$ cat src/rtl/uart_cmd_pkg.sv
// Shared constants and state encodings for the host command receiver.
// UART_CMD_CHECKSUM_EN adds the CHK parser state (4-byte frames).
package uart_cmd_pkg;

  localparam logic [7:0] HDR_BYTE  = 8'hA5;

  localparam logic [7:0] CMD_START = 8'h01;
  localparam logic [7:0] CMD_KADC  = 8'h02;
  localparam logic [7:0] CMD_KDAC  = 8'h03;
  localparam logic [7:0] CMD_CH    = 8'h04;

  localparam logic [2:0] ERR_NONE    = 3'd0;
  localparam logic [2:0] ERR_FRAME   = 3'd1;
  localparam logic [2:0] ERR_UNKNOWN = 3'd2;
  localparam logic [2:0] ERR_BUSY    = 3'd3;
  localparam logic [2:0] ERR_ARG     = 3'd4;
  localparam logic [2:0] ERR_TOUT    = 3'd5;
  localparam logic [2:0] ERR_CHK     = 3'd6;

  typedef enum logic [2:0] {
    P_HDR,
    P_CMD,
    P_ARG,
`ifdef UART_CMD_CHECKSUM_EN
    P_CHK,
`endif
    P_EXEC
  } parse_state_e;

  typedef enum logic [2:0] {
    RX_IDLE,
    RX_START,
    RX_DATA,
    RX_STOP,
    RX_WAIT
  } rx_state_e;

  function automatic logic [7:0] frame_chk(input logic [7:0] cmd, input logic [7:0] arg);
    return cmd ^ arg;
  endfunction

  // Clock dividers below 2 would stall the SPI clock generators.
  function automatic logic kdiv_ok(input logic [7:0] arg);
    return arg >= 8'd2;
  endfunction

endpackage

$ cat src/rtl/rs232_rx.sv
// 8N1 byte receiver with 2-flop input synchronizer; rdy/ferr are 1-cycle pulses.
module rs232_rx
  import uart_cmd_pkg::*;
#(
  parameter int Width = 15
) (
  input  logic             clk_i,
  input  logic             rst_i,
  input  logic             rx_i,
  input  logic [Width-1:0] baud_i,
  output logic             rdy_o,
  output logic             ferr_o,
  output logic [7:0]       data_o
);

  logic             sync1_q, sync1_d;
  logic             sync2_q, sync2_d;
  rx_state_e        state_q, state_d;
  logic [Width-1:0] cnt_q, cnt_d;
  logic [2:0]       bit_q, bit_d;
  logic [7:0]       shift_q, shift_d;
  logic             rdy_q, rdy_d;
  logic             ferr_q, ferr_d;

  always_comb begin
    sync1_d = rx_i;
    sync2_d = sync1_q;
    state_d = state_q;
    cnt_d   = cnt_q;
    bit_d   = bit_q;
    shift_d = shift_q;
    rdy_d   = 1'b0;
    ferr_d  = 1'b0;
    case (state_q)
      RX_IDLE: begin
        cnt_d = '0;
        bit_d = '0;
        if (!sync2_q) state_d = RX_START;
      end
      RX_START: begin
        // Half a bit in, so later samples land mid-bit.
        if (cnt_q == (baud_i >> 1)) begin
          cnt_d   = '0;
          state_d = sync2_q ? RX_IDLE : RX_DATA;
        end else begin
          cnt_d = cnt_q + 1'b1;
        end
      end
      RX_DATA: begin
        if (cnt_q == baud_i) begin
          cnt_d   = '0;
          shift_d = {sync2_q, shift_q[7:1]};
          bit_d   = bit_q + 3'd1;
          if (bit_q == 3'd7) state_d = RX_STOP;
        end else begin
          cnt_d = cnt_q + 1'b1;
        end
      end
      RX_STOP: begin
        if (cnt_q == baud_i) begin
          cnt_d = '0;
          if (sync2_q) begin
            rdy_d   = 1'b1;
            state_d = RX_IDLE;
          end else begin
            ferr_d  = 1'b1;
            state_d = RX_WAIT;
          end
        end else begin
          cnt_d = cnt_q + 1'b1;
        end
      end
      RX_WAIT: begin
        // A broken stop bit may be a break; don't re-arm until the line idles.
        if (sync2_q) state_d = RX_IDLE;
      end
      default: state_d = RX_IDLE;
    endcase
  end

  always_ff @(posedge clk_i) begin
    if (rst_i) begin
      sync1_q <= 1'b1;
      sync2_q <= 1'b1;
      state_q <= RX_IDLE;
      cnt_q   <= '0;
      bit_q   <= '0;
      shift_q <= '0;
      rdy_q   <= 1'b0;
      ferr_q  <= 1'b0;
    end else begin
      sync1_q <= sync1_d;
      sync2_q <= sync2_d;
      state_q <= state_d;
      cnt_q   <= cnt_d;
      bit_q   <= bit_d;
      shift_q <= shift_d;
      rdy_q   <= rdy_d;
      ferr_q  <= ferr_d;
    end
  end

  assign rdy_o  = rdy_q;
  assign ferr_o = ferr_q;
  assign data_o = shift_q;

endmodule

$ cat src/rtl/uart_cmd_rx.sv
// Host command frame parser: A5 CMD ARG [CHK] -> start pulse and SPI settings.
// UART_CMD_CHECKSUM_EN enables the trailing CMD^ARG checksum byte.
module uart_cmd_rx
  import uart_cmd_pkg::*;
#(
  parameter int         Width      = 15,
  parameter logic [7:0] KmaxAdcRst = 8'd59,
  parameter logic [7:0] KmaxDacRst = 8'd8,
  parameter int         ToutWidth  = 24
) (
  input  logic                 clk_i,
  input  logic                 rst_i,
  input  logic                 rx_i,
  input  logic [Width-1:0]     baud_i,
  input  logic [ToutWidth-1:0] tout_i,
  input  logic                 busy_i,
  output logic                 start_o,
  output logic [7:0]           kmax_adc_o,
  output logic [7:0]           kmax_dac_o,
  output logic [2:0]           ch_o,
  output logic                 err_o,
  output logic [2:0]           errcode_o
);

  logic       rx_rdy;
  logic       rx_ferr;
  logic [7:0] rx_data;

  rs232_rx #(.Width(Width)) u_rx (
    .clk_i  (clk_i),
    .rst_i  (rst_i),
    .rx_i   (rx_i),
    .baud_i (baud_i),
    .rdy_o  (rx_rdy),
    .ferr_o (rx_ferr),
    .data_o (rx_data)
  );

  parse_state_e         state_q, state_d;
  logic [7:0]           cmd_q, cmd_d;
  logic [7:0]           arg_q, arg_d;
  logic [ToutWidth-1:0] tout_cnt_q, tout_cnt_d;
  logic                 start_q, start_d;
  logic                 err_q, err_d;
  logic [2:0]           errcode_q, errcode_d;
  logic [7:0]           kmax_adc_q, kmax_adc_d;
  logic [7:0]           kmax_dac_q, kmax_dac_d;
  logic [2:0]           ch_q, ch_d;
  logic                 tout_hit;

  always_comb begin
    state_d    = state_q;
    cmd_d      = cmd_q;
    arg_d      = arg_q;
    start_d    = 1'b0;
    err_d      = 1'b0;
    errcode_d  = errcode_q;
    kmax_adc_d = kmax_adc_q;
    kmax_dac_d = kmax_dac_q;
    ch_d       = ch_q;
    // A received byte always beats a coincident timeout.
    tout_cnt_d = (rx_rdy || state_q == P_HDR) ? '0 : tout_cnt_q + 1'b1;
    tout_hit   = (tout_i != '0) && (tout_cnt_q == tout_i) && !rx_rdy && (state_q != P_HDR);

    case (state_q)
      P_EXEC: begin
        state_d = P_HDR;
        case (cmd_q)
          CMD_START: begin
            if (busy_i) begin
              err_d     = 1'b1;
              errcode_d = ERR_BUSY;
            end else begin
              start_d = 1'b1;
            end
          end
          CMD_KADC, CMD_KDAC: begin
            if (!kdiv_ok(arg_q)) begin
              err_d     = 1'b1;
              errcode_d = ERR_ARG;
            end else if (cmd_q == CMD_KADC) begin
              kmax_adc_d = arg_q;
            end else begin
              kmax_dac_d = arg_q;
            end
          end
          CMD_CH: ch_d = arg_q[2:0];
          default: begin
            err_d     = 1'b1;
            errcode_d = ERR_UNKNOWN;
          end
        endcase
      end
      default: begin
        if (rx_ferr) begin
          err_d     = 1'b1;
          errcode_d = ERR_FRAME;
          state_d   = P_HDR;
        end else if (rx_rdy) begin
          case (state_q)
            P_HDR: if (rx_data == HDR_BYTE) state_d = P_CMD;
            P_CMD: begin
              cmd_d   = rx_data;
              state_d = P_ARG;
            end
            P_ARG: begin
              arg_d = rx_data;
`ifdef UART_CMD_CHECKSUM_EN
              state_d = P_CHK;
`else
              state_d = P_EXEC;
`endif
            end
`ifdef UART_CMD_CHECKSUM_EN
            P_CHK: begin
              if (rx_data == frame_chk(cmd_q, arg_q)) begin
                state_d = P_EXEC;
              end else begin
                err_d     = 1'b1;
                errcode_d = ERR_CHK;
                state_d   = P_HDR;
              end
            end
`endif
            default: state_d = P_HDR;
          endcase
        end else if (tout_hit) begin
          err_d     = 1'b1;
          errcode_d = ERR_TOUT;
          state_d   = P_HDR;
        end
      end
    endcase
  end

  always_ff @(posedge clk_i) begin
    if (rst_i) begin
      state_q    <= P_HDR;
      cmd_q      <= '0;
      arg_q      <= '0;
      tout_cnt_q <= '0;
      start_q    <= 1'b0;
      err_q      <= 1'b0;
      errcode_q  <= ERR_NONE;
      kmax_adc_q <= KmaxAdcRst;
      kmax_dac_q <= KmaxDacRst;
      ch_q       <= '0;
    end else begin
      state_q    <= state_d;
      cmd_q      <= cmd_d;
      arg_q      <= arg_d;
      tout_cnt_q <= tout_cnt_d;
      start_q    <= start_d;
      err_q      <= err_d;
      errcode_q  <= errcode_d;
      kmax_adc_q <= kmax_adc_d;
      kmax_dac_q <= kmax_dac_d;
      ch_q       <= ch_d;
    end
  end

  assign start_o    = start_q;
  assign err_o      = err_q;
  assign errcode_o  = errcode_q;
  assign kmax_adc_o = kmax_adc_q;
  assign kmax_dac_o = kmax_dac_q;
  assign ch_o       = ch_q;

endmodule

$ cat config.mk
export PLATFORM = sky130hd
export DESIGN_NAME = uart_cmd_rx
export DESIGN_NICKNAME = d
export VERILOG_FILES = /design/src/rtl/uart_cmd_pkg.sv /design/src/rtl/rs232_rx.sv /design/src/rtl/uart_cmd_rx.sv
export SDC_FILE = /design/constraint.sdc
export NUM_CORES = 1
export LEC_CHECK = 0
export ABC_AREA = 0
export BUFFER_PORTS_ARGS = -buffer_cell sky130_fd_sc_hd__buf_4
export CORE_MARGIN = 3
export CORE_UTILIZATION = 58
export DETAILED_ROUTE_END_ITERATION = 12
export GPL_ROUTABILITY_DRIVEN = 0
export GPL_TIMING_DRIVEN = 0
export MAX_ROUTING_LAYER = met4
export PLACE_DENSITY = 0.81
export SLEW_MARGIN = 20
export SYNTH_ARGS = -nofsm -noshare
export SYNTH_HDL_FRONTEND = slang
export SYNTH_SLANG_ARGS = --single-unit
$ cat constraint.sdc
create_clock -name clk_i -period 2.8 [get_ports clk_i]
set_clock_uncertainty 0.15 [all_clocks]
set_input_delay 0.56 -clock clk_i [delete_from_list [all_inputs] [get_ports clk_i]]
set_output_delay 0.56 -clock clk_i [all_outputs]
set_load 0.03 [all_outputs]
After elaboration in Yosys (flattened, before gate mapping). Index checks and enable logic that the tools add are counted.

Shift-type cells: 0. Magnitude comparators: 1. $mul: 0. Eq/ne operators: 27. Bitwise gates (word level): 6. Add/sub/neg operators: 3. Reduce and logical (&&, ||, !) cells: 29. Divide/modulo/power cells: 0. Multiplexer cells: 35.

Operator list (count): 2-to-1 mux 3 bit (17); case mux 15 bit (3 select lines) (1); 2-to-1 mux 15 bit (2); adder 24 x 1 -> 24 bit (second input constant) (1); equality test 24 bit (1); nonzero test 24 bit (1); case mux 3 bit (3 select lines) (2); equality test 8 x 2 -> 1 bit (second input constant) (2); AND reduction 4 bit (4); adder 15 x 1 -> 15 bit (second input constant) (1); equality test 15 x 14 -> 1 bit (1); equality test 15 bit (1); case mux 3 bit (5 select lines) (1); equality test 3 x 2 -> 1 bit (second input constant) (4); != test 3 bit (second input constant) (4); != test 2 x 1 -> 1 bit (second input constant) (5); 2-to-1 mux 1 bit (9); nonzero test 3 bit (3); OR reduction 3 bit (3); equality test 8 x 1 -> 1 bit (second input constant) (1); equality test 8 x 3 -> 1 bit (second input constant) (1); equality test 8 bit (second input constant) (1); >= comparator 8 x 2 -> 1 bit (second input constant) (1); AND reduction 2 bit (4); other kinds (16) (30).

Output and inout bits: 24. ROM bits: 0. RAM bits: 0. Word-level logic and storage cells: 119. Bits in latches: 0. Register bits after elaboration: 100. Memories kept: 0. Input bits: 43.

Depth between registers and ports, before layout. Gate-level depths: netlist of the first run.

Depth in word-level cells: 8. Gate-level depth with buffers: 8. Depth with buffers taken out: 7.

By module. Synthesis of the first run repeated with hierarchy kept, for this count alone.

Cell total of the unflattened synthesis: 590. Area, all modules: 5004.8 um^2.

Modules (own cells, without submodules): uart_cmd_rx (seq. area each 1321.3 um^2, instances 1, area an instance 3046.7 um^2, cells each 347); rs232_rx (seq. area each 660.6 um^2, instances 1, area an instance 1958.1 um^2, cells each 243).

Worst setup path after synthesis of the first run. Ideal clock, no wire load.

Path type: register to register. Start point: register cmd_q[7]. End point: register ch_q[0], in the netlist ch_o[0]. Data required time: 2.522 ns. Clock period less this slack: 2.337 ns. Library setup time: 0.128 ns. Stages on the path, launching flop included: 7. Buffers on the path: 1. Arrival: 2.060 ns. Setup slack: 0.463 ns. Path through: dfxtp_1 -> or4_4 -> or3b_4 -> or4b_1 -> buf_2 -> mux2i_1 -> nor2_1.

Longest elaborated chain between the ends: 2.

RTL lines: start, declared (RTL line uart_cmd_rx.sv:40) `logic [7:0] cmd_q, cmd_d;`; start signal, assigned (RTL line uart_cmd_rx.sv:150) `cmd_q <= cmd_d;`; equality test 8 x 3 -> 1 bit (RTL line uart_cmd_rx.sv:68) `case (cmd_q)`; AND reduction 2 bit (no source line); end signal, assigned (RTL line uart_cmd_rx.sv:158) `ch_q <= ch_d;`; end, declared (RTL line uart_cmd_rx.sv:48) `logic [2:0] ch_q, ch_d;`.

No other way between the ends. A chain may end at the register's enable or synchronous reset.

Final worst setup path of the first run.
Start point: register arg_q[5]. End point: register errcode_q[1], in the netlist errcode_o[1].

Longest elaborated chain between the ends: 3.

RTL lines: start, declared (RTL line uart_cmd_rx.sv:41) `logic [7:0] arg_q, arg_d;`; start signal, assigned (RTL line uart_cmd_rx.sv:151) `arg_q <= arg_d;`; >= comparator 8 x 2 -> 1 bit (RTL line uart_cmd_pkg.sv:44) `return arg >= 8'd2;`; != test 3 bit (no source line); AND reduction 5 bit (no source line); end signal, assigned (RTL line uart_cmd_rx.sv:155) `errcode_q <= errcode_d;`; end, declared (RTL line uart_cmd_rx.sv:45) `logic [2:0] errcode_q, errcode_d;`.

No other way between the ends.

==> results.md, run 1 <==
* Placed insts at 760
* Core Util, Final at 72.3%
* 1st-iter DRT viols at 237
* Num rows at 32
* TritonRoute pass-1 iters at 5
* Die H at 98.2 um
* Status: completed
* Hold path startpoint: rx_i
* P per Cell Area at 462 nW/um^2
* Routed Antenna Nets at 0
* Post-CTS Hold Buffers at 0
* Startpoint types: flop
* Die area at 9640 sq um
* Fmax at 391 MHz
* CTS tree: built
* Vias in the first global route at 4,173
* Post-Syn Area per Cell at 8.31 sq um
* Netlist cell types at 49
* Die X at 98.2 um
* Pre-CTS setup slack at 0.0637 ns
* Post-DR wirelength/cell at 15.1 um
* Final Cycle Share at 91.4%
* Area Growth Syn to Fin at 16.9%
* DR DRC count at 0
* Antenna diode count at 0
* Worst-Skew Late Latency at 0.38 ns
* Non-Filler Instances at 778
* Core area at 7970 sq um
* CTS sink cnt at 99
* Main synth FF type: dfxtp_1
* Buffers on Ports at 65
* Share of cells above drive strength 1 at 14.8%
* Critical path arrival at 2.68 ns
* Slew Limit Fails at 0
* Ports at 67
* Clk buf depth at 2
* Vias per cell at 5.64
* Total Neg Setup Slack at 0 ns
* Worst R2R End: errcode_o[1]
* Syn. warnings at 0
* Max_slew headroom at 52.7%
* CP Launch Point: arg_q[5]
* Post-synth EDFFs at 0
* GRT Total Usage at 25.1%
* CTS root buf: clkbuf_8
* H-Tree Depth at 3
* Antenna violations before repair at 0
* Final WL at 11.8 mm
* Overflow after GRT at 0
* Tmin final at 2.56 ns
* Data required, critical path at 2.92 ns
* Worst slew pin tran at 0.705 ns
* Area contributors post-synth: dfxtp_1, xor2_1, nand2_1, a21oi_1, nor2_1
* Vias at 4,390
* Mapped Area at 4930 sq um
* Worst hold path class: primary input to flop
* Post-Syn Instances at 593
* First-pass GRT wire length at 19.5 mm
* Initial Util at 61.8%
* Flop2flop setup slack at 0.24 ns
* Crit. End Element: flop
* Post-synth top area share at 40.2%
* Final Setup Violations at 0
* Peak supply drop at 0.000249 V
* Unrepaired setup endpoints after global routing: no
* Top post-synthesis cells by count: dfxtp_1, nand2_1, xor2_1, nor2_1, a21oi_1
* Most common cell in the netlist: dfxtp_1
* Crit-path max FO at 4
* Hold-critical path depth at 2
* R2R depth at 6
* Worst-path clk slew at 0.10 ns
* Area leader, netlist: dfxtp_1
* Largest net degree at the start of global routing at 18
* Kind of critical path: flop to flop
* Total chip power at 2.66 mW
* Asr flop ratio synth at 0%
* Register bit total from synthesis at 99
* Syn_nets at 644
* # Max-Cap Violations at 0
* Final nets at 722
* Final hold vios at 0
* Hpwl dp at 8.80 mm
* Worst R2R Start: arg_q[5]
* Setup WS post-layout at 0.241 ns
* CTS buffer count at 9
* Register area share after synthesis at 40.2%
* LEAKAGE at 2.28 nW
* Hold Path Sink: u_rx.sync1_q
## critical path: stages, from the launching register on
cell	delay, ns
dfxtp_1	0.35
or4_1	0.58
o41ai_4	0.36
a21oi_1	0.18
a21oi_1	0.30
mux2_2	0.37
a21o_1	0.15
## repair_timing
action | CTS | global route
setup buffers | 0 | 2
setup endpoints to repair | 0 | 20
endpoints found under the hold margin | 0 | 0
resized for setup | 0 | 0
## through the flow
step                      instance area, sq um  hold WS [ns]
final                                     5760         0.230
after global routing                      5760         0.215
after CTS                                 5740         0.220
after detailed placement                  5540         0.287
after global placement                    5540         0.242
after floorplan                           4930         0.239
## per-layer routing
metal	part of all wire (%)	vias up	GRT usage, %
met3	5.2	17	3.86
met1	44	2060	30.7
met4	1.6	0	8.30
met5	0	-	-
met2	50	124	42.3
li1	-	2189	-
## area by class of cell
class / instances / area [sq um]
Timing Repair Buffer: 67 / 503
Sequential cell: 99 / 1980
Multi-Input combinational cell: 450 / 2780
Fill cell: 636 / 2210
Clock buffer: 10 / 128
Buffer: 33 / 129
Clock inverter: 6 / 72.6
Inverter: 11 / 41.3
Tap cell: 102 / 128
## worst max path at each step
stage,endpoint,depth (start not counted),slack (ns)
final,errcode_o[1],6,0.24
after global routing,u_rx.cnt_q[13],9,0.05
after CTS,u_rx.bit_q[2],8,0.14
after detailed placement,u_rx.bit_q[2],8,0.06
after global placement,u_rx.bit_q[2],8,0.13
after floorplan,ch_o[0],6,0.46
## cells by family (layout without fill, tap and decap cells)
group                      count (synthesis)  after routing  share of synthesized area, %
buffers and inverters                     44            127                          3.45
adders and majority gates                  8              8                          2.03
xor gates and xnor gates                  76             76                          13.5
AOI/OAI and AO/OA                         82             82                          10.2
and+or+nand+nor                          263            263                          26.3
DFF                                       99             99                          40.2
muxes                                     21             21                          4.29
## cell usage in the layout (no fill, tap or decap), types with 3 or more instances in the layout
cell type / synthesis / routed
a21oi_1: 44 / 44
buf_4: 0 / 67
clkbuf_1: 29 / 30
and3_1: 10 / 10
o21ai_0: 7 / 7
inv_6: 0 / 3
nor2b_1: 10 / 10
dfxtp_1: 99 / 99
nor3_1: 17 / 17
nand2_1: 83 / 83
xnor2_1: 19 / 19
or3_1: 6 / 6
clkbuf_8: 0 / 9
o22ai_1: 11 / 11
mux2i_1: 20 / 20
nor4_1: 20 / 20
or2_2: 5 / 5
xor2_1: 57 / 57
nand3_1: 25 / 25
buf_2: 3 / 3
ha_1: 8 / 8
o31ai_1: 3 / 3
inv_1: 11 / 11
and2_1: 9 / 9
nor2_1: 55 / 55
nand4_1: 9 / 9
## report_power, final
part / internal [mW] / switching [mW]
registers: 1.42 / 0.0196
clock network: 0.425 / 0.523
logic: 0.108 / 0.161
## registers in the layout, indices dropped and copies added, names as in the netlist
signal and flops:
kmax_dac_o 8, u_rx.rdy_o 1, errcode_o 3, kmax_adc_o 8, tout_cnt_q 24, arg_q 8
u_rx.sync2_q 1, start_o 1, err_o 1, u_rx.bit_q 3, u_rx.sync1_q 1, u_rx.cnt_q 15
u_rx.ferr_o 1, u_rx.data_o 8, state_q 2, ch_o 3, u_rx.state_q 3, cmd_q 8
No activity file was read; power rests on OpenSTA's default activity.
==> run 2: changes to the inputs <==
--- a/config.mk
+++ b/config.mk
@@ -8,12 +8,12 @@
 export ABC_AREA = 0
 export BUFFER_PORTS_ARGS = -buffer_cell sky130_fd_sc_hd__buf_4
 export CORE_MARGIN = 3
-export CORE_UTILIZATION = 58
+export CORE_UTILIZATION = 60
 export DETAILED_ROUTE_END_ITERATION = 12
 export GPL_ROUTABILITY_DRIVEN = 0
 export GPL_TIMING_DRIVEN = 0
 export MAX_ROUTING_LAYER = met4
-export PLACE_DENSITY = 0.81
+export PLACE_DENSITY = 0.84
 export SLEW_MARGIN = 20
 export SYNTH_ARGS = -nofsm -noshare
 export SYNTH_HDL_FRONTEND = slang
==> constraint.sdc (replaced) <==
create_clock -name clk_i -period 3.1 [get_ports clk_i]
set_clock_uncertainty 0.15 [all_clocks]
set_input_delay 0.62 -clock clk_i [delete_from_list [all_inputs] [get_ports clk_i]]
set_output_delay 0.62 -clock clk_i [all_outputs]
set_load 0.03 [all_outputs]
==> run 2 against run 1 <==
Net effect:
- die area decreased by 3.1%
- combinational power decreased by 7.8%
- cell area decreased by 0.56%
- sequential share of layout area increased by 0.20 points
- wire length decreased by 0.50%
- non-clock buffer count decreased by 2
- highest routed layer unchanged
==> results.md, run 2 (synthesized netlist as in run 1, its figures left out) <==
* Vias at 4,454 (+1.5%)
* TritonRoute pass-1 iters at 5 (unchanged)
* Fmax at 382 MHz (-2.4%)
* Data required, critical path at 3.19 ns (+0.27 ns)
* Final hold vios at 0 (unchanged)
* CTS sink cnt at 99 (unchanged)
* Die X at 96.6 um (-1.6%)
* Max incr delay on CP at 0.49 ns (-0.09 ns)
* Final nets at 720 (-0.28%)
* CTS root buf: clkbuf_8
* Final Setup Violations at 0 (unchanged)
* Die H at 96.6 um (-1.6%)
* 1st-iter DRT viols at 280 (+18%)
* Hpwl dp at 8.69 mm (-1.2%)
* Crit-path slowest cell: or3_1
* CTS buffer count at 9 (unchanged)
* Crit. End Element: flop
* GRT Total Usage at 25.8% (+0.78 points)
* Vias per cell at 5.74 (+1.7%)
* Commonest non-fill, non-tap cell in the layout: dfxtp_1
* Total chip power at 2.34 mW (-12%)
* Tmin final at 2.62 ns (+0.0618 ns)
* # Max-Cap Violations at 0 (unchanged)
* Critical path arrival at 2.71 ns (+0.03 ns)
* Area Growth Syn to Fin at 16.2%
* Post-DR wirelength/cell at 15.1 um (-0.25%)
* Clk buf depth at 2 (unchanged)
* Share of cells above drive strength 1 at 14.5% (-0.25 points)
* Worst slew pin tran at 0.677 ns (-0.0273 ns)
* Crit-path max FO at 10 (+6)
* Post-CTS Hold Buffers at 0 (unchanged)
* Routed Antenna Nets at 0 (unchanged)
* Worst hold path class: flop to flop
* First-pass GRT wire length at 19.8 mm (+1.8%)
* H-Tree Depth at 3 (unchanged)
* Antenna violations before repair at 0 (unchanged)
* Non-Filler Instances at 776 (-0.26%)
* Most frequent cells in the layout: dfxtp_1, nand2_1, buf_4
* Num rows at 32 (unchanged)
* Status: completed
* Antenna diode count at 0 (unchanged)
* Initial Util at 62.8% (+0.95 points)
* Worst-path clk slew at 0.10 ns (about the same)
* Final WL at 11.7 mm (-0.50%)
* Total Neg Setup Slack at 0 ns (unchanged)
* PostCTS Resize Cnt at 0 (unchanged)
* Post-CTS Setup Bufs at 0 (unchanged)
* Buffers on Ports at 65 (unchanged)
* Largest regs: tout_cnt_q (24), u_rx.cnt_q (15)
* Worst-Skew Late Latency at 0.36 ns (-0.02 ns)
* Slew Limit Fails at 0 (unchanged)
* Cell mode on critical path: clkbuf_1
* Ports at 67 (unchanged)
* Peak supply drop at 0.000214 V (-14%)
* Most flops, register: tout_cnt_q
* Kind of critical path: flop to flop
* Vias in the first global route at 4,364 (+4.6%)
* Cells along the critical path: clkbuf_1, xor2_1, nor4_1, nand4_1, or3_1, clkbuf_1, nand3_1, a21oi_1
* Max_slew headroom at 54.5% (+1.8 points)
* Die area at 9340 sq um (-3.1%)
* Final Cycle Share at 84.5% (-6.9 points)
* CTS tree: built
* Overflow after GRT at 0 (unchanged)
* LEAKAGE at 2.27 nW (-0.53%)
* DR DRC count at 0 (unchanged)
* Largest net degree at the start of global routing at 19 (+1)
* Startpoint types: flop
* Core area at 7850 sq um (-1.5%)
* P per Cell Area at 408 nW/um^2 (-12%)
* Unrepaired setup endpoints after global routing: no
* Largest register FFs at 24 (unchanged)
* Placed insts at 760 (unchanged)
-- run 2: cell count changes in the layout (fill, tap and decap cells not counted), sizes merged --
cell      change
buf           -2
bufinv        -1
clkinvlp      -1
inv           +2
-- run 2: power by group --
part | switching (mW) | internal (mW) | total [mW]
Sequential | 0.0167 | 1.28 | 1.30
Clock | 0.476 | 0.312 | 0.788
Combinational | 0.149 | 0.0985 | 0.248
-- run 2: critical path, delay by kind of cell (launching register included) --
| family | cells | cell delay [ns] |
|---|---|---|
| simple gates | 4 | 1.28 |
| buf+inv | 2 | 0.55 |
| xor+xnor | 1 | 0.12 |
| compound gates | 1 | 0.07 |
| flops | 1 | 0.33 |
-- run 2: path summary, 6_finish.rpt --
check | from | to | slack [ns] | cells after the start
max | u_rx.cnt_q[6] | u_rx.bit_q[0] | 0.48 | 8
max reg2reg | u_rx.cnt_q[6] | u_rx.bit_q[0] | 0.48 | 8
min | u_rx.sync1_q | u_rx.sync2_q | 0.28 | 1
min reg2reg | u_rx.sync1_q | u_rx.sync2_q | 0.28 | 1
-- run 2: per-layer routing --
metal / GRT usage, % / routed length (um) / part of all wire [%]
met3: 4.18 / 697 / 6.0
met4: 9.18 / 225 / 1.9
met5: - / 0 / 0
met1: 31.5 / 4940 / 42
met2: 43.4 / 5830 / 50
-- run 2: area by class of cell --
cell class | count | area (sq um)
multi-input combinational | 450 | 2780
fill | 607 | 2120
sequential | 99 | 1980
timing repair buffer | 65 | 488
buffer | 33 | 129
clock buffer | 10 | 128
tap | 102 | 128
clock inverter | 6 | 55.1
inverter | 11 | 41.3
-- run 2: per-stage QoR --
step	util, %	hold WS [ns]	area [sq um]	setup slack, ns
after floorplan	-	0.239	4930	0.763
after global placement	70.6	0.241	5540	0.342
after detailed placement	70.6	0.261	5540	0.333
after CTS	73.0	0.283	5730	0.489
after global routing	73.0	0.289	5730	0.244
final	73.0	0.278	5730	0.479
